### config.mk
export PLATFORM = sky130hd
export DESIGN_NAME = multicycle_alu
export DESIGN_NICKNAME = d
export VERILOG_FILES = /design/src/rtl/multicycle_alu.sv
export SDC_FILE = /design/constraint.sdc
export NUM_CORES = 1
export LEC_CHECK = 0
export CAP_MARGIN = 5
export CORE_AREA = 2 2 221 223
export CTS_BUF_LIST = sky130_fd_sc_hd__clkbuf_8
export DETAILED_ROUTE_END_ITERATION = 10
export DIE_AREA = 0 0 223 225
export HOLD_SLACK_MARGIN = 0.12
export SLEW_MARGIN = 15
export SYNTH_ARGS = -nofsm -noshare
export SYNTH_HDL_FRONTEND = slang
export SYNTH_SLANG_ARGS = --single-unit
### constraint.sdc
create_clock -name clk -period 16.85 [get_ports clk]
set_input_delay 5.055 -clock clk [delete_from_list [all_inputs] [get_ports clk]]
set_output_delay 5.055 -clock clk [all_outputs]
set_load 0.1 [all_outputs]
### src/rtl/multicycle_alu.sv
// multicycle_alu: valid/ready ALU. Most ops finish in one cycle; MULU,
// DIVU and REMU iterate one bit per cycle for WIDTH cycles.
module multicycle_alu #(
  parameter int unsigned WIDTH = 32
) (
  input  logic             clk,
  input  logic             rst,
  input  logic             in_valid,
  output logic             in_ready,
  input  logic [3:0]       aluop,
  input  logic [WIDTH-1:0] vsrc1,
  input  logic [WIDTH-1:0] vsrc2,
  output logic             out_valid,
  input  logic             out_ready,
  output logic [WIDTH-1:0] result,
  output logic             zero,
  output logic             overflow
);

  localparam int unsigned SW = $clog2(WIDTH);

  typedef enum logic [3:0] {
    OP_ADD  = 4'b0000,
    OP_SUB  = 4'b0001,
    OP_AND  = 4'b0010,
    OP_OR   = 4'b0011,
    OP_SLT  = 4'b0100,
    OP_XOR  = 4'b0101,
    OP_NOR  = 4'b0110,
    OP_SLTU = 4'b0111,
    OP_SLL  = 4'b1000,
    OP_SRL  = 4'b1001,
    OP_SRA  = 4'b1010,
    OP_MULU = 4'b1011,
    OP_DIVU = 4'b1100,
    OP_REMU = 4'b1101
  } op_t;

  typedef enum logic [1:0] {
    IDLE = 2'd0,
    CALC = 2'd1,
    DONE = 2'd2
  } state_t;

  state_t           state;
  logic [3:0]       op_q;
  logic [WIDTH-1:0] acc;   // product accumulator or partial remainder
  logic [WIDTH-1:0] x_q;   // multiplicand (shifts left) or divisor
  logic [WIDTH-1:0] y_q;   // multiplier (shifts right) or dividend/quotient
  logic [SW-1:0]    cnt;

  logic [WIDTH-1:0] sum, diff, alu_res;
  logic             alu_ovf;
  logic [SW-1:0]    shamt;
  logic             is_multi;

  // Single-cycle result computed straight from the request inputs
  always_comb begin
    sum      = vsrc1 + vsrc2;
    diff     = vsrc1 - vsrc2;
    shamt    = vsrc2[SW-1:0];
    alu_res  = '0;
    alu_ovf  = 1'b0;
    is_multi = (aluop == OP_MULU) || (aluop == OP_DIVU) || (aluop == OP_REMU);
    case (aluop)
      OP_ADD: begin
        alu_res = sum;
        alu_ovf = (vsrc1[WIDTH-1] == vsrc2[WIDTH-1]) && (sum[WIDTH-1] != vsrc1[WIDTH-1]);
      end
      OP_SUB: begin
        alu_res = diff;
        alu_ovf = (vsrc1[WIDTH-1] != vsrc2[WIDTH-1]) && (diff[WIDTH-1] != vsrc1[WIDTH-1]);
      end
      OP_AND:  alu_res = vsrc1 & vsrc2;
      OP_OR:   alu_res = vsrc1 | vsrc2;
      OP_SLT:  alu_res = {{(WIDTH-1){1'b0}}, ($signed(vsrc1) < $signed(vsrc2))};
      OP_XOR:  alu_res = vsrc1 ^ vsrc2;
      OP_NOR:  alu_res = ~(vsrc1 | vsrc2);
      OP_SLTU: alu_res = {{(WIDTH-1){1'b0}}, (vsrc1 < vsrc2)};
      OP_SLL:  alu_res = vsrc1 << shamt;
      OP_SRL:  alu_res = vsrc1 >> shamt;
      OP_SRA:  alu_res = $signed(vsrc1) >>> shamt;
      default: alu_res = '0;
    endcase
  end

  logic [WIDTH-1:0] mul_nxt;
  logic [WIDTH:0]   rem_sh;
  logic             div_ge;
  logic [WIDTH-1:0] rem_sub, rem_nxt, quo_nxt, calc_res;

  // One shift-add or restoring-division step per CALC cycle
  always_comb begin
    mul_nxt = acc + (y_q[0] ? x_q : '0);
    rem_sh  = {acc, y_q[WIDTH-1]};
    div_ge  = rem_sh >= {1'b0, x_q};
    // When div_ge holds the true difference is below x_q, so WIDTH bits suffice.
    // A zero divisor always subtracts: quotient all ones, remainder = dividend.
    rem_sub = rem_sh[WIDTH-1:0] - x_q;
    rem_nxt = div_ge ? rem_sub : rem_sh[WIDTH-1:0];
    quo_nxt = {y_q[WIDTH-2:0], div_ge};
    case (op_q)
      OP_MULU: calc_res = mul_nxt;
      OP_DIVU: calc_res = quo_nxt;
      default: calc_res = rem_nxt;
    endcase
  end

  // Control FSM with registered handshake and result outputs
  always_ff @(posedge clk) begin
    if (rst) begin
      state     <= IDLE;
      in_ready  <= 1'b1;
      out_valid <= 1'b0;
      result    <= '0;
      zero      <= 1'b0;
      overflow  <= 1'b0;
      cnt       <= '0;
      op_q      <= '0;
      acc       <= '0;
      x_q       <= '0;
      y_q       <= '0;
    end else begin
      case (state)
        IDLE: begin
          if (in_valid && in_ready) begin
            op_q     <= aluop;
            cnt      <= '0;
            in_ready <= 1'b0;
            if (is_multi) begin
              state <= CALC;
              acc   <= '0;
              x_q   <= (aluop == OP_MULU) ? vsrc1 : vsrc2;
              y_q   <= (aluop == OP_MULU) ? vsrc2 : vsrc1;
            end else begin
              state     <= DONE;
              out_valid <= 1'b1;
              result    <= alu_res;
              zero      <= (alu_res == '0);
              overflow  <= alu_ovf;
            end
          end
        end
        CALC: begin
          cnt <= cnt + SW'(1);
          if (op_q == OP_MULU) begin
            acc <= mul_nxt;
            x_q <= x_q << 1;
            y_q <= y_q >> 1;
          end else begin
            acc <= rem_nxt;
            y_q <= quo_nxt;
          end
          if (cnt == SW'(WIDTH - 1)) begin
            state     <= DONE;
            out_valid <= 1'b1;
            result    <= calc_res;
            zero      <= (calc_res == '0);
            overflow  <= 1'b0;
          end
        end
        DONE: begin
          if (out_ready) begin
            state     <= IDLE;
            out_valid <= 1'b0;
            in_ready  <= 1'b1;
          end
        end
        default: begin
          state     <= IDLE;
          in_ready  <= 1'b1;
          out_valid <= 1'b0;
        end
      endcase
    end
  end

endmodule

==> Word-level counts from Yosys, hierarchy flattened <==
Cells that the tools add are included.
{ "word_totals": {"regBits": 143, "latch_bits": 0, "ramBits": 0, "rom_bits": 0, "inputBits": 72, "out_inout_bits": 36, "word_cells": 119, "mem_count": 0} }
{ "op_classes": {"add_sub_neg": 5, "mul": 0, "div_mod_pow": 0, "magnitude_cmp": 3, "n_eq_ne": 28, "n_shift": 3, "mux": 46, "n_bitwise": 5, "reduce_logical": 18} }
{ "ops": {"columns": ["cell", "n"], "rows": [
  ["two-way mux 32 bit", 16],
  ["case mux 32 bit (11 select lines)", 1],
  ["case mux 32 bit (2 select lines)", 5],
  ["adder 32 bit", 2],
  ["zero test 32 bit", 2],
  ["less-than comparator 32 bit", 2],
  ["subtractor 32 bit", 2],
  [">= comparator 33 x 32 -> 1 bit", 1],
  ["bitwise AND 32 bit", 1],
  ["== test 4 bit, second input constant", 8],
  ["inverter 32 bit", 1],
  ["OR 32 bit", 1],
  ["<< shifter 32 x 5 -> 32 bit", 1],
  [">> shifter 32 x 5 -> 32 bit", 1],
  [">>> shifter 32 x 5 -> 32 bit", 1],
  ["bitwise XOR 32 bit", 1],
  ["== test 4 x 3 -> 1 bit, second input constant", 4],
  ["two-way mux 1 bit", 12],
  ["inequality test 2 bit, second input constant", 6],
  ["AND reduction 4 bit", 3],
  ["case mux 5 bit (2 select lines)", 1],
  ["AND reduction 3 bit", 3],
  ["== test 4 x 2 -> 1 bit, second input constant", 2],
  ["two-way mux 2 bit", 4],
  ["other kinds (18)", 27]
]} }

==> Logic depth before layout (Yosys ltp) <==
Gate-level depths: netlist of the first run.
{ "logic_depth": {"word_depth": 7, "depth_mapped": 19, "depth_no_buf": 16} }

==> Worst setup path before layout of the first run <==
No wires, ideal clock.
{ "synth_timing": {"path_kind": "input to register", "startpoint": "in vsrc2[1]", "endpoint": "reg zero", "setup_time_ps": 59, "arrival_time_ps": 9264, "required_ps": 16791, "setup_slack_ps": 7528, "path_stages": 19, "path_cell_list": "buf_2 clkinv_1 buf_2 buf_2 buf_1 buf_2 ha_1 o21ba_2 nor4_1 nor2_1 xnor2_1 o221ai_1 or3_1 or4_1 nor4_1 nand4b_1 nor4_1 and4_1 a31o_1"} }
{ "synth_between": {"elab_chain_len": 7} }
{ "synth_rtl": {"columns": ["item", "line_no", "source"], "rows": [
  ["start: declaration", "12", "input logic [WIDTH-1:0] vsrc2,"],
  ["branches (longest 2 deep; another with subtractor 32 bit)", null, null],
  ["case mux 32 bit (11 select lines) (*)", "65", "case (aluop)"],
  ["zero test 32 bit (*)", "139", "zero <= (alu_res == '0);"],
  ["two-way mux 1 bit (*)", "130", "if (is_multi) begin"],
  ["two-way mux 1 bit (*)", "126", "if (in_valid && in_ready) begin"],
  ["case mux 1 bit (2 select lines) (*)", "124", "case (state)"],
  ["end signal: assignment", "139", null],
  ["end signal: assignment", "158", "zero <= (calc_res == '0);"],
  ["end: declaration", "16", "output logic zero,"]
]} }
Every way passes the cells marked *. The select of a mux whose other input is x is not followed.
A chain may end at the register's enable or synchronous reset.

==> Final worst setup path of the first run <==
{ "layout_timing": {"startpoint": "in vsrc1[4]", "endpoint": "reg zero"} }
{ "layout_between": {"elab_chain_len": 7} }
{ "layout_rtl": {"columns": ["item", "line_no", "source"], "rows": [
  ["start: declaration", "11", "input logic [WIDTH-1:0] vsrc1,"],
  ["branches (longest 2 deep; another with subtractor 32 bit)", null, null],
  ["case mux 32 bit (11 select lines) (*)", "65", null],
  ["zero test 32 bit (*)", "139", null],
  ["two-way mux 1 bit (*)", "130", null],
  ["two-way mux 1 bit (*)", "126", null],
  ["case mux 1 bit (2 select lines) (*)", "124", null]
]} }
Marks and branches as above.

==> summary.md, run 1 <==
| Metric | Value |
|---|---|
| Run status | `finished clean` |
| Slowest-stage cell, CP | `clkdlybuf4s50_1` |
| Worst setup SP type | `input port` |
| Commonest non-fill, non-tap cell in the layout | `nor2_1` |
| Die width | `223 µm` |
| Largest net degree at the start of global routing | `84` |
| Critical path depth | `15` |
| Max frequency | `96.6 MHz` |
| Initial Utilization | `0.447` |
| Port bufs | `107` |
| Worst-case clock buffer depth | `2` |
| Crit Path Category | `input port to register` |
| Io pins | `108` |
| Crit. End Element | `register` |
| Power per cell area | `78.3 nW/µm²` |
| 1st-iter DRT viols | `3842` |
| Largest vdd supply drop | `0.000206 V` |
| Core ar. | `47500 µm²` |
| Worst Reg2Reg Path Length in Cells | `15` |
| Register area share after synthesis | `0.135` |
| Worst EP arrival | `10.80 ns` |
| Fin nets | `3238` |
| Worst min path class | `register to register` |
| Final routed DRC violation total | `0` |
| Synthesized Nets | `3291` |
| CP required | `17.31 ns` |
| Critical path launch point | `vsrc1[4]` |
| # rows | `80` |
| Vias post-DR | `25900` |
| CP max stage delay | `0.83 ns` |
| Chip height | `225 µm` |
| Vias/cell | `7.16` |
| Highest Signal Layer | `met5` |
| Period Utilization, post-route | `0.614` |
| Share of layout cells above drive strength 1 | `0.0645` |
| Routability cong. | `1.04` |
| RSZ-0062 raised after global routing | `false` |
| Cells after Synth | `3046` |
| Family with the most delay on the worst path | `compound AO/OA/AOI/OAI gates` |
| Inserted Clock Buffers | `17` |
| Termination of the worst setup path | `zero` |
| # Post-CTS Setup Buffers | `0` |
| Final wirelength | `110000 µm` |
| Worst reg2reg path startpoint | `x_q[29]` |
| #FFs+latches synth | `143` |
| ANT nets after route | `0` |
| Root buffer cell | `clkbuf_8` |
| Max Cap Viol | `0` |
| Ys async rst share | `0` |
| Vias in the first global route | `23200` |
| Worst-margin pin slew | `1.35 ns` |
| R2R Setup Slk | `10.87 ns` |
| Worst reg2reg path endpoint | `zero` |
| Clock skew | `0.0220 ns` |
| Synth-to-layout area growth | `8.22%` |
| Worst-path cell chain | `clkdlybuf4s50_1 -> inv_1 -> ha_1 -> and3_1 -> a2bb2oi_1 -> a211oi_1 -> o21ai_0 -> a2111oi_0 -> or2_2 -> a21oi_1 -> a22oi_1 -> a311oi_1 -> and4_1 -> and4_1 -> a31o_1` |
| Setup-failing EPs final | `0` |
| P_leak | `9.03 nW` |
| First-pass GRT wire length | `158000 µm` |
| EDFF count, synth | `0` |
| Mapped Area | `21200 µm²` |
| Min cycle time layout | `10.35 ns` |
| Cts hold-fix bufs | `0` |
| CTS tree | `built` |
| Htree depth | `4` |
| Filler instances | `4845` |
| Gr usage total | `0.424` |
| Area of the die | `50200 µm²` |
| Setup TNS | `0 ns` |
| Power, Total | `1.80 mW` |
| Worst-Skew Late Latency | `0.51 ns` |
| CP most frequent cell | `and4_1` |
| Mean post-synth cell area | `6.97 µm²` |
| Fin. max-slew vios | `0` |
| Cell variety after synth | `90` |
| Final WS setup | `6.50 ns` |
| Most frequent cells in the layout | `nor2_1, nand2_1, a21oi_1` |
| Gr ovfl total | `0` |
| Ys flop type | `dfxtp_1` |
| Met1 WL | `44400 µm` |
| Met2 WL | `46600 µm` |
| Slew HR | `0.0955` |
| Clock sinks | `143` |
| Core Util, Final | `0.484` |
| Crit-path max FO | `12` |
| DR pass1 iterations | `10` |
| Initial antenna violation count | `6` |
| Setup WS pre-CTS | `6.24 ns` |
| Reg clk slew, reported paths | `0.09 ns` |
| Hold Vio Cnt, Final | `0` |
| Crit path buf inv count | `2` |
| Ys Warns | `0` |
| WL met3 | `12700 µm` |
| Routed WL per cell | `30.4 µm` |
| Post-CTS Resized | `0` |
| Post-DP HPWL | `84000 µm` |
-- layer usage --
layer | vias up | global-route usage
li1 | 11300 | -
met1 | 12400 | 0.556
met2 | 1940 | 0.643
met3 | 364 | 0.105
met4 | 4 | 0.222
met5 | - | 0
-- state kept, by name, summed over array words and instances, names as in the netlist, 2 cells and up --
signal	flops
y_q	32
acc	32
result	32
state	2
cnt	5
x_q	32
op_q	4
-- final cells by class --
class                           instances  area, µm²  share of cell area
Antenna cell                            4       10.0            0.000435
Clock buffer                           18        248              0.0108
Tap cell                              615        769              0.0335
Multi-Input combinational cell       2512      16900               0.736
Sequential cell                       143       2860               0.125
Clock inverter                         14       96.3             0.00419
Inverter                              150        563              0.0245
Timing Repair Buffer                  169       1520              0.0660
-- metrics by stage --
| step | hold WS [ns] | cell area [µm²] | cells |
|---|---|---|---|
| 6_report | 0.472 | 23000 | 3625 |
| 5_1_grt | 0.483 | 23000 | 3621 |
| 4_1_cts | 0.466 | 23000 | 3621 |
| 3_5_place_dp | 0.454 | 22600 | 3589 |
| 3_3_place_gp | 0.443 | 22600 | 3589 |
| 2_1_floorplan | 0.429 | 21200 | 3046 |
-- report_power, final --
part / internal, mW / switching (mW)
Clock: 0.104 / 0.153
Combinational: 0.370 / 0.795
Sequential: 0.355 / 0.0210
-- logic make-up after synthesis --
family | share of synthesized area
xor+xnor | 0.0247
flops | 0.135
fa+ha+maj | 0.103
buf+inv | 0.0734
compound gates | 0.342
mux | 0.0873
simple gates | 0.235
-- worst min-delay path, cell delays in order (launching register included) --
cell	delay (ns)
dfxtp_1	0.33
nand2_1	0.05
a21oi_1	0.05
-- worst min-delay path by stage --
stage                  start       end  slack, ns  cells past startpoint
finish              overflow  overflow       0.47                      2
floorplan             cnt[3]    cnt[3]       0.43                      1
global placement      cnt[3]    cnt[3]       0.44                      1
global route        overflow  overflow       0.48                      2
CTS                 overflow  overflow       0.47                      2
detailed placement  overflow  overflow       0.45                      2
-- cells in the mapped netlist, types with 12 or more instances --
cell,number,share of area
a2111oi_0,14,0.0058
a211o_1,12,0.0049
a211oi_1,137,0.048
a21o_1,37,0.013
a21oi_1,269,0.063
a221oi_1,33,0.014
a222oi_1,14,0.0066
a22oi_1,53,0.019
a311oi_1,42,0.017
a31oi_1,29,0.0085
and2_1,51,0.015
and3_1,20,0.0059
buf_1,17,0.0030
buf_2,30,0.0071
clkbuf_1,183,0.032
dfxtp_1,143,0.13
ha_1,169,0.10
inv_1,147,0.026
mux2_2,16,0.0085
mux2i_1,75,0.035
mux4_2,41,0.043
nand2_1,337,0.060
nand2b_1,16,0.0047
nand3_1,73,0.017
nand4_1,21,0.0062
nor2_1,368,0.065
nor2b_1,30,0.0088
nor3_1,56,0.013
nor4_1,26,0.0077
o2111ai_1,14,0.0058
o211ai_1,44,0.016
o21a_1,22,0.0078
o21ai_0,152,0.036
o21bai_1,19,0.0067
o221ai_1,33,0.014
o22ai_1,14,0.0041
o31ai_1,24,0.0085
or2_2,12,0.0035
or3_1,19,0.0056
xnor2_1,39,0.016
xor2_1,21,0.0087
Note: power is estimated with default switching activity, not from simulation.
==> run 2, diff against run 1 <==
clock period = 9.6 ns   (was 16.85 ns; I/O delays follow)
==> run 2 against run 1 <==
Compared with the run above: register-to-register slack got worse by 7.1 ns; first-iteration DRC count grew 9.9%; sequential power grew 75%; total power grew 77%; count of clock-buffer cells in the layout is 1 lower; non-clock buffer count up 14; combinational power increased by 72%; clock skew shrank 0.0049 ns.
==> summary.md, run 2 (synthesis results as in run 1) <==
| Metric | Value |
|---|---|
| Area of the die | `50200 µm² (unchanged)` |
| Vias post-DR | `25800 (-0.43%)` |
| DR pass1 iterations | `9 (-1)` |
| Worst setup SP type | `input port` |
| Cts hold-fix bufs | `0 (unchanged)` |
| # Post-CTS Setup Buffers | `0 (unchanged)` |
| CTS tree | `built` |
| Reg clk slew, reported paths | `0.10 ns (about the same)` |
| Root buffer cell | `clkbuf_8` |
| Gr usage total | `0.421 (-0.00250)` |
| CP required | `10.06 ns (-7.25 ns)` |
| Clock sinks | `143 (unchanged)` |
| P_leak | `9.13 nW (+1.1%)` |
| Chip height | `225 µm (unchanged)` |
| # rows | `80 (unchanged)` |
| Max Cap Viol | `0 (unchanged)` |
| Initial Utilization | `0.447 (unchanged)` |
| Power per cell area | `138 nW/µm² (+76%)` |
| Post-CTS Resized | `0 (unchanged)` |
| Crit Path Category | `input port to register` |
| Setup-failing EPs final | `0 (unchanged)` |
| 1st-iter DRT viols | `4223 (+9.9%)` |
| Initial antenna violation count | `7 (+1)` |
| Largest vdd supply drop | `0.000118 V (-43%)` |
| Period Utilization, post-route | `0.834` |
| Slew HR | `0.162 (+0.0670)` |
| Run status | `finished clean` |
| Gr ovfl total | `0 (unchanged)` |
| Max frequency | `125 MHz` |
| Die width | `223 µm (unchanged)` |
| Hold Vio Cnt, Final | `0 (unchanged)` |
| Fin nets | `3252 (+0.43%)` |
| Largest net degree at the start of global routing | `92 (+9.5%)` |
| Worst-margin pin slew | `1.25 ns (-0.0999 ns)` |
| Final routed DRC violation total | `0 (unchanged)` |
| Worst-Skew Late Latency | `0.51 ns (about the same)` |
| Worst-case clock buffer depth | `2 (unchanged)` |
| Inserted Clock Buffers | `17 (unchanged)` |
| ANT nets after route | `0 (unchanged)` |
| First-pass GRT wire length | `158000 µm (-0.14%)` |
| Crit-path max FO | `12 (unchanged)` |
| Min cycle time layout | `8.01 ns` |
| Final wirelength | `109000 µm (-1.2%)` |
| Setup TNS | `0 ns (unchanged)` |
| Io pins | `108 (unchanged)` |
| Port bufs | `107 (unchanged)` |
| Clock skew | `0.0171 ns (-0.00486 ns)` |
| Crit. End Element | `register` |
| Worst min path class | `register to register` |
| Vias in the first global route | `23400 (+0.92%)` |
| Share of layout cells above drive strength 1 | `0.0692 (+0.00467)` |
| Commonest non-fill, non-tap cell in the layout | `nor2_1` |
| Synth-to-layout area growth | `9.00%` |
| Most frequent cells in the layout | `nor2_1, nand2_1, a21oi_1` |
| Fin. max-slew vios | `0 (unchanged)` |
| Vias/cell | `7.10 (-0.81%)` |
| Routed WL per cell | `29.9 µm (-1.6%)` |
| Worst EP arrival | `8.47 ns (-2.33 ns)` |
| Post-DP HPWL | `84000 µm (about the same)` |
| RSZ-0062 raised after global routing | `false` |
| Core ar. | `47500 µm² (unchanged)` |
| Htree depth | `4 (unchanged)` |
| Routability cong. | `1.05 (+0.39%)` |
| R2R Setup Slk | `3.79 ns (-7.08 ns)` |
| Core Util, Final | `0.487 (+0.00353)` |
## run 2: changes by cell type in the layout (fill, tap and decap cells not counted), moves of 2 or more
cell / change
clkinv_4: -3
clkinvlp_4: -3
bufinv_16: +2
inv_6: +5
inv_8: +3
inv_1: -2
buf_4: +14
## run 2: layout make-up
class                           instances  area [µm²]
Fill cell                            4832       24400
Multi-Input combinational cell       2512       16900
Sequential cell                       143        2860
Timing Repair Buffer                  183        1620
Tap cell                              615         769
Inverter                              150         563
Clock buffer                           17         234
Clock inverter                         15         173
Antenna cell                            4        10.0
## run 2: final timing paths
kind / from / end / cells past startpoint
min: overflow / overflow / 2
max: vsrc1[4] / zero / 16
min reg2reg: overflow / overflow / 2
max reg2reg: x_q[14] / zero / 15
## run 2: through the flow
stage	instance area, µm²	setup slack (ns)	cells	hold WS, ns	total power, mW
finish	23200	1.59	3639	0.477	3.19
global route	23100	1.48	3635	0.480	3.32
CTS	23100	1.82	3635	0.473	3.11
detailed placement	22700	1.29	3603	0.458	2.58
global placement	22700	1.37	3603	0.442	2.57
floorplan	21200	2.45	3046	0.429	1.96
## run 2: layer usage
metal,GRT usage,part of all wire
met1,0.552,0.40
met2,0.647,0.43
met3,0.102,0.12
met4,0.210,0.060
met5,0,0.00010
## run 2: worst max-delay path, cell delays in order
cell	delay, ns
clkdlybuf4s50_1	0.81
inv_1	0.17
ha_1	0.49
and3_1	0.24
a2bb2oi_1	0.40
a211oi_1	0.23
o21ai_0	0.71
nand2_1	0.20
mux2i_1	0.56
nand4_1	0.32
nor4_1	0.26
buf_4	0.20
nand4b_1	0.17
nor4_1	0.43
and4_1	0.25
a31o_1	0.14
## run 2: power breakdown
| group | total (mW) | switching, mW | internal, mW |
|---|---|---|---|
| clock | 0.527 | 0.287 | 0.240 |
| combinational | 2.01 | 1.36 | 0.654 |
| sequential | 0.657 | 0.0333 | 0.624 |
| total | 3.19 | 1.68 | 1.52 |
